### config.mk
export PLATFORM = sky130hd
export DESIGN_NAME = decimal_keypad_scanner
export DESIGN_NICKNAME = d
export VERILOG_FILES = /design/src/rtl/keypad_pkg.sv /design/src/rtl/bit_synchronizer.sv /design/src/rtl/decimal_keypad_scanner.sv
export SDC_FILE = /design/constraint.sdc
export NUM_CORES = 1
export LEC_CHECK = 0
export CORE_MARGIN = 2
export CORE_UTILIZATION = 40
export DETAILED_ROUTE_END_ITERATION = 8
export GPL_ROUTABILITY_DRIVEN = 0
export PLACE_DENSITY = 0.62
export RECOVER_POWER = 100
export SLEW_MARGIN = 20
export SYNTH_ARGS = -nofsm -noshare
export SYNTH_HDL_FRONTEND = slang
export SYNTH_SLANG_ARGS = --single-unit
### constraint.sdc
create_clock -name clk -period 5.1 [get_ports clk]
set_input_delay 0.765 -clock clk [delete_from_list [all_inputs] [get_ports clk]]
set_output_delay 0.765 -clock clk [all_outputs]
set_load 0.02 [all_outputs]
### src/rtl/keypad_pkg.sv
// Shared types, column drive patterns and key map for the decimal keypad scanner.
package keypad_pkg;

  typedef logic [1:0] state_t;

  localparam state_t ST_SCAN     = 2'd0;
  localparam state_t ST_DEBOUNCE = 2'd1;
  localparam state_t ST_PRESSED  = 2'd2;
  localparam state_t ST_RELEASE  = 2'd3;

  localparam int unsigned ROWS     = 4;
  localparam int unsigned COLS     = 3;
  localparam int unsigned DIGITS   = 10;

  // Active-low column drive, indexed by column number.
  localparam logic [COLS-1:0][COLS-1:0] COL_PAT = {3'b011, 3'b101, 3'b110};

  // One-hot digit per (row, col); '*' and '#' map to zero.
  localparam logic [ROWS-1:0][COLS-1:0][DIGITS-1:0] KEY_MAP = {
    {10'b0000000000, 10'b0000000001, 10'b0000000000},  // row3: #, 0, *
    {10'b1000000000, 10'b0100000000, 10'b0010000000},  // row2: 9, 8, 7
    {10'b0001000000, 10'b0000100000, 10'b0000010000},  // row1: 6, 5, 4
    {10'b0000001000, 10'b0000000100, 10'b0000000010}   // row0: 3, 2, 1
  };

  // True when exactly one row line is low.
  function automatic logic single_low(input logic [ROWS-1:0] r);
    case (r)
      4'b1110, 4'b1101, 4'b1011, 4'b0111: single_low = 1'b1;
      default:                            single_low = 1'b0;
    endcase
  endfunction

  // Index of the low row; only meaningful when single_low() holds.
  function automatic logic [1:0] low_row(input logic [ROWS-1:0] r);
    case (r)
      4'b1101: low_row = 2'd1;
      4'b1011: low_row = 2'd2;
      4'b0111: low_row = 2'd3;
      default: low_row = 2'd0;
    endcase
  endfunction

endpackage

### src/rtl/bit_synchronizer.sv
// Two-flop synchronizer for asynchronous inputs; resets to all ones.
module bit_synchronizer #(
  parameter int unsigned WIDTH = 1
) (
  input  logic             clk,
  input  logic             rst_n,
  input  logic [WIDTH-1:0] d,
  output logic [WIDTH-1:0] q
);

  logic [WIDTH-1:0] meta_q, meta_d;
  logic [WIDTH-1:0] sync_q, sync_d;

  // Next-state: shift the raw input through two stages.
  always_comb begin
    meta_d = d;
    sync_d = meta_q;
  end

  // Synchronizer stages.
  always_ff @(posedge clk or negedge rst_n) begin
    if (!rst_n) begin
      meta_q <= '1;
      sync_q <= '1;
    end else begin
      meta_q <= meta_d;
      sync_q <= sync_d;
    end
  end

  assign q = sync_q;

endmodule

### src/rtl/decimal_keypad_scanner.sv
// 4x3 keypad scanner with press/release debounce and decimal one-hot output.
module decimal_keypad_scanner
  import keypad_pkg::*;
#(
  parameter int unsigned SCAN_DIV        = 1000,
  parameter int unsigned DEBOUNCE_CYCLES = 20000
) (
  input  logic       clk,
  input  logic       rst_n,
  input  logic [3:0] row_n,
  output logic [2:0] col_n,
  output logic [9:0] key_onehot,
  output logic       key_valid,
  output logic       key_held
);

  localparam int unsigned CNT_MAX = (SCAN_DIV > DEBOUNCE_CYCLES) ? SCAN_DIV : DEBOUNCE_CYCLES;
  localparam int unsigned CNT_W   = $clog2(CNT_MAX + 1);
  localparam logic [CNT_W-1:0] DWELL_LAST = CNT_W'(SCAN_DIV - 1);
  localparam logic [CNT_W-1:0] DEB_LAST   = CNT_W'(DEBOUNCE_CYCLES - 1);

  logic [3:0]       rs;
  state_t           state_q, state_d;
  logic [1:0]       col_idx_q, col_idx_d;
  logic [1:0]       row_q, row_d;
  logic [CNT_W-1:0] cnt_q, cnt_d;
  logic [2:0]       col_n_q, col_n_d;
  logic [9:0]       onehot_q, onehot_d;
  logic             valid_q, valid_d;
  logic             held_q, held_d;
  logic [1:0]       col_next;
  logic [3:0]       row_pat;
  logic [9:0]       map_val;

  bit_synchronizer #(.WIDTH(4)) u_row_sync (
    .clk   (clk),
    .rst_n (rst_n),
    .d     (row_n),
    .q     (rs)
  );

  // Helper terms: next column, expected row pattern, digit for the latched key.
  always_comb begin
    col_next = (col_idx_q == 2'd2) ? 2'd0 : col_idx_q + 2'd1;
    row_pat  = ~(4'b0001 << row_q);
    map_val  = KEY_MAP[row_q][col_idx_q];
  end

  // Scan / debounce FSM next-state and output logic.
  always_comb begin
    state_d   = state_q;
    col_idx_d = col_idx_q;
    row_d     = row_q;
    cnt_d     = cnt_q;
    onehot_d  = onehot_q;
    valid_d   = 1'b0;
    held_d    = held_q;

    case (state_q)
      ST_SCAN: begin
        if (cnt_q == DWELL_LAST) begin
          cnt_d = '0;
          if (single_low(rs)) begin
            row_d   = low_row(rs);
            state_d = ST_DEBOUNCE;
          end else begin
            col_idx_d = col_next;
          end
        end else begin
          cnt_d = cnt_q + CNT_W'(1);
        end
      end

      ST_DEBOUNCE: begin
        if (rs == row_pat) begin
          if (cnt_q == DEB_LAST) begin
            cnt_d    = '0;
            state_d  = ST_PRESSED;
            held_d   = 1'b1;
            onehot_d = map_val;
            valid_d  = |map_val;
          end else begin
            cnt_d = cnt_q + CNT_W'(1);
          end
        end else begin
          cnt_d     = '0;
          state_d   = ST_SCAN;
          col_idx_d = col_next;
        end
      end

      ST_PRESSED: begin
        if (rs[row_q]) begin
          cnt_d   = '0;
          state_d = ST_RELEASE;
        end
      end

      ST_RELEASE: begin
        if (rs[row_q]) begin
          if (cnt_q == DEB_LAST) begin
            cnt_d     = '0;
            onehot_d  = '0;
            held_d    = 1'b0;
            state_d   = ST_SCAN;
            col_idx_d = col_next;
          end else begin
            cnt_d = cnt_q + CNT_W'(1);
          end
        end else begin
          cnt_d   = '0;
          state_d = ST_PRESSED;
        end
      end

      default: begin
        state_d   = ST_SCAN;
        cnt_d     = '0;
        col_idx_d = 2'd0;
      end
    endcase

    col_n_d = COL_PAT[col_idx_d];
  end

  // State and registered outputs.
  always_ff @(posedge clk or negedge rst_n) begin
    if (!rst_n) begin
      state_q   <= ST_SCAN;
      col_idx_q <= 2'd0;
      row_q     <= 2'd0;
      cnt_q     <= '0;
      col_n_q   <= 3'b110;
      onehot_q  <= '0;
      valid_q   <= 1'b0;
      held_q    <= 1'b0;
    end else begin
      state_q   <= state_d;
      col_idx_q <= col_idx_d;
      row_q     <= row_d;
      cnt_q     <= cnt_d;
      col_n_q   <= col_n_d;
      onehot_q  <= onehot_d;
      valid_q   <= valid_d;
      held_q    <= held_d;
    end
  end

  assign col_n      = col_n_q;
  assign key_onehot = onehot_q;
  assign key_valid  = valid_q;
  assign key_held   = held_q;

endmodule

==> impl_metrics.py <==
metrics = {
    "outcome": {
        "status": "finished, violations left",
        "violations": "max-capacitance violations, max-slew violations",
    },
    "layout": {
        "diodes": 0,
        "fin_util_pct": 46.5,
        "nFillCells": 547,
        "drive_gt1_share_pct": 11.2,
        "nets": 249,
        "syn_to_final_growth_pct": 11.5,
    },
    "power_and_ir_drop": {
        "p_sw_mw": 0.125,
        "seqPwrFrac_pct": 60.2,
        "pwr-share-comb_pct": 2.7,
        "peakVddDrop_mv": 0.117,
        "switching_share_pct": 21.0,
        "power_density_nw_per_um2": 230,
        "p_leak_nw": 1.14,
        "power.share.clock_pct": 37.1,
        "p_int_mw": 0.471,
    },
    "sta": {
        "max-slew-margin-rel_pct": -50.2,
        "slew_violations": 45,
        "finalCritPeriodShare_pct": 61.5,
        "finalHoldViolations": 0,
        "tns_ps": 0,
        "finalCriticalPeriod_ps": 3140,
        "tightest_slew_ps": 2250,
        "rsz0062_at_grt": "false",
        "skew_ps": 3.04,
        "finalSetupViolCount": 0,
        "max_freq_mhz": 319,
        "hold_slack_ps": 357,
    },
    "routing": {
        "vias_per_cell": 5.24,
        "remaining_drc_errors": 0,
        "wire_per_inst_um": 13.2,
        "drtIter0Drc": 87,
        "drt_first_pass_iters": 4,
        "vias": 1641,
        "routed_wl_mm": 4.12,
        "ant_nets": 0,
    },
    "critical_path": {
        "crit_type": "reg -> reg",
        "path_max_fanout": 6,
        "critPathTopFamily": "simple AND/OR/NAND/NOR gates",
        "max_stage_delay_ps": 900,
        "cp.required_ps": 5320,
        "crit_buf_inv": 0,
        "cp-end-kind": "flop",
        "cpMaxStageDelayCell": "nor4_1",
        "path_cells": "or4b_4 -> nor4_1 -> a32o_1 -> a31oi_1 -> mux2_1 -> ha_1 -> or2_2",
        "cp.arrival_ps": 3360,
        "crit_path_start_kind": "flop",
    },
    "synth": {
        "synth_edf_count": 0,
        "synthDistinctLibCells": 58,
        "postSynthCellCount": 225,
        "synth_nets": 234,
        "yosysWarnings": 0,
        "seq_area_frac_synth_pct": 47.8,
        "synth_area_um2": 2330,
        "async_flop_share_pct": 100,
        "ys_ff_latch": 44,
        "syn_avg_cell_area_um2": 10.3,
        "ys.flop_type": "dfrtp_1",
    },
    "cts": {
        "clock_latency_ps": 290,
        "clk_pin_slew_worst_paths_ps": 80,
        "cts_hold_buf": 0,
        "cts_tree": "done",
        "cts_resized": 0,
        "cts_max_path_buffers": 2,
        "cts_setup_buffers": 0,
        "clk_root_buffer_cell": "clkbuf_8",
        "cts_max_level": 2,
        "numCtsBuffers": 5,
        "cts_sinks": 44,
    },
    "die": {
        "num_io_pins": 21,
        "die_w_um": 80.3,
        "dieHeight_um": 80.3,
        "core-area_um2": 5570,
        "start_util_pct": 41.8,
        "dieArea_um2": 6440,
        "rows": 27,
    },
    "place": {
        "io_buffers": 20,
        "hpwlAfterDp_mm": 2.91,
    },
    "global_routing": {
        "grt_start_max_net_pins": 45,
        "antenna_found_initial": 0,
        "grt-ovfl-total": 0,
        "grtUsageTotal_pct": 15.0,
        "grt_pass1_vias": 1510,
        "grt_pass1_wl_mm": 7.38,
    },
    "run": {
        "drv_cap": 1,
    },
    "min_path": {
        "min_path_type": "reg -> reg",
    },
}
[registers in the layout, indices dropped and copies added, names as in the netlist]
register / count
u_row_sync.meta_q: 4
key_valid: 1
cnt_q: 15
col_idx_q: 2
key_onehot: 10
u_row_sync.q: 4
row_q: 2
col_n: 3
state_q: 2
key_held: 1
[path summary, 6_finish.rpt]
path | from | to | slack (ps) | depth (start not counted)
hold / removal | u_row_sync.meta_q[1] | u_row_sync.q[1] | 360 | 0
setup / recovery | cnt_q[3] | col_n[1] | 1960 | 7
min in group asynchronous | rst_n | key_onehot[7] | 1140 | 1
hold reg to reg | u_row_sync.meta_q[1] | u_row_sync.q[1] | 360 | 0
max in group asynchronous | rst_n | cnt_q[7] | 2680 | 1
setup reg to reg | cnt_q[3] | col_n[1] | 1960 | 7
[kinds of logic (layout without fill, tap and decap cells)]
logic type                 Yosys count  in the layout  synth area share [%]
and+or+nand+nor                     93             93                  22.9
adders and majority gates            3              3                  1.61
DFF                                 44             44                  47.8
muxes                               16             16                  7.58
buffers and inverters               25             41                  5.05
xor gates and xnor gates            13             13                  4.89
AOI/OAI and AO/OA                   31             31                  10.2
[routing by layer]
layer	routed length [µm]	part of all wire [%]	GRT usage [%]	up-vias
met4	57	1.4	7.12	0
li1	-	-	-	817
met5	0	0	0	-
met2	1810	44	21.8	38
met1	2090	51	21.4	780
met3	160	3.9	2.70	6
[layout by cell type (no fill, tap or decap), types with 2 or more instances in the layout]
| master | n |
|---|---|
| o2111ai_1 | 2 |
| mux2_1 | 2 |
| ha_1 | 3 |
| nand4bb_1 | 2 |
| and2_1 | 4 |
| nor2b_1 | 3 |
| or2_2 | 3 |
| nor2_1 | 21 |
| inv_1 | 13 |
| xor2_1 | 7 |
| dfstp_2 | 10 |
| nor3_1 | 4 |
| dlygate4sd3_1 | 19 |
| dfrtp_1 | 34 |
| nand2_1 | 22 |
| nor3b_1 | 5 |
| xnor2_1 | 6 |
| o21ai_0 | 3 |
| a21oi_1 | 7 |
| and4b_1 | 2 |
| nand3_1 | 7 |
| clkbuf_8 | 6 |
| nor4_1 | 4 |
| o21a_1 | 5 |
| a31oi_1 | 2 |
| clkbuf_1 | 3 |
| nand2b_1 | 2 |
| mux2i_1 | 12 |
| nand4_1 | 4 |
[area by class of cell]
type / instances / area, µm² / share of cell area (%)
Inverter: 13 / 48.8 / 1.88
Tap cell: 72 / 90.1 / 3.47
Timing Repair Buffer: 20 / 194 / 7.48
Clock buffer: 8 / 90.1 / 3.47
Sequential cell: 44 / 1110 / 42.9
Multi-Input combinational cell: 156 / 1060 / 40.8
[per-stage QoR]
stage	setup slack, ps	power, mW	cells	instance area (µm²)
global placement	2500	0.383	305	2540
CTS	2420	0.607	313	2630
floorplan	2640	0.372	225	2330
detailed placement	2440	0.383	305	2540
finish	1960	0.596	313	2590
global route	1840	0.626	313	2590
[cells in the mapped netlist, drive strengths merged, types with 4 or more instances]
cell,instances,area share (%)
nand2,22,3.5
and2,4,1.1
buf,8,2.3
xor2,7,2.6
clkbuf,4,0.70
nand3,7,1.5
xnor2,6,2.3
nor3b,5,1.6
or2,4,1.1
a21oi,7,1.5
o21ai,4,1.0
inv,13,2.1
o21a,5,1.9
nand4,4,1.1
mux2i,12,5.2
nor3,4,0.86
dfrtp,34,37
nor2,21,3.4
nor4,4,2.0
dfstp,10,11
[power by group through the flow]
| stage | combinational, mW | clock [mW] | sequential [mW] |
|---|---|---|---|
| floorplan | 0.00999 | 0 | 0.362 |
| global placement | 0.0177 | 0 | 0.365 |
| detailed placement | 0.0177 | 0 | 0.366 |
| CTS | 0.0176 | 0.230 | 0.359 |
| global route | 0.0187 | 0.248 | 0.360 |
| finish | 0.0161 | 0.221 | 0.359 |
Note: power is estimated with default switching activity, not from simulation.
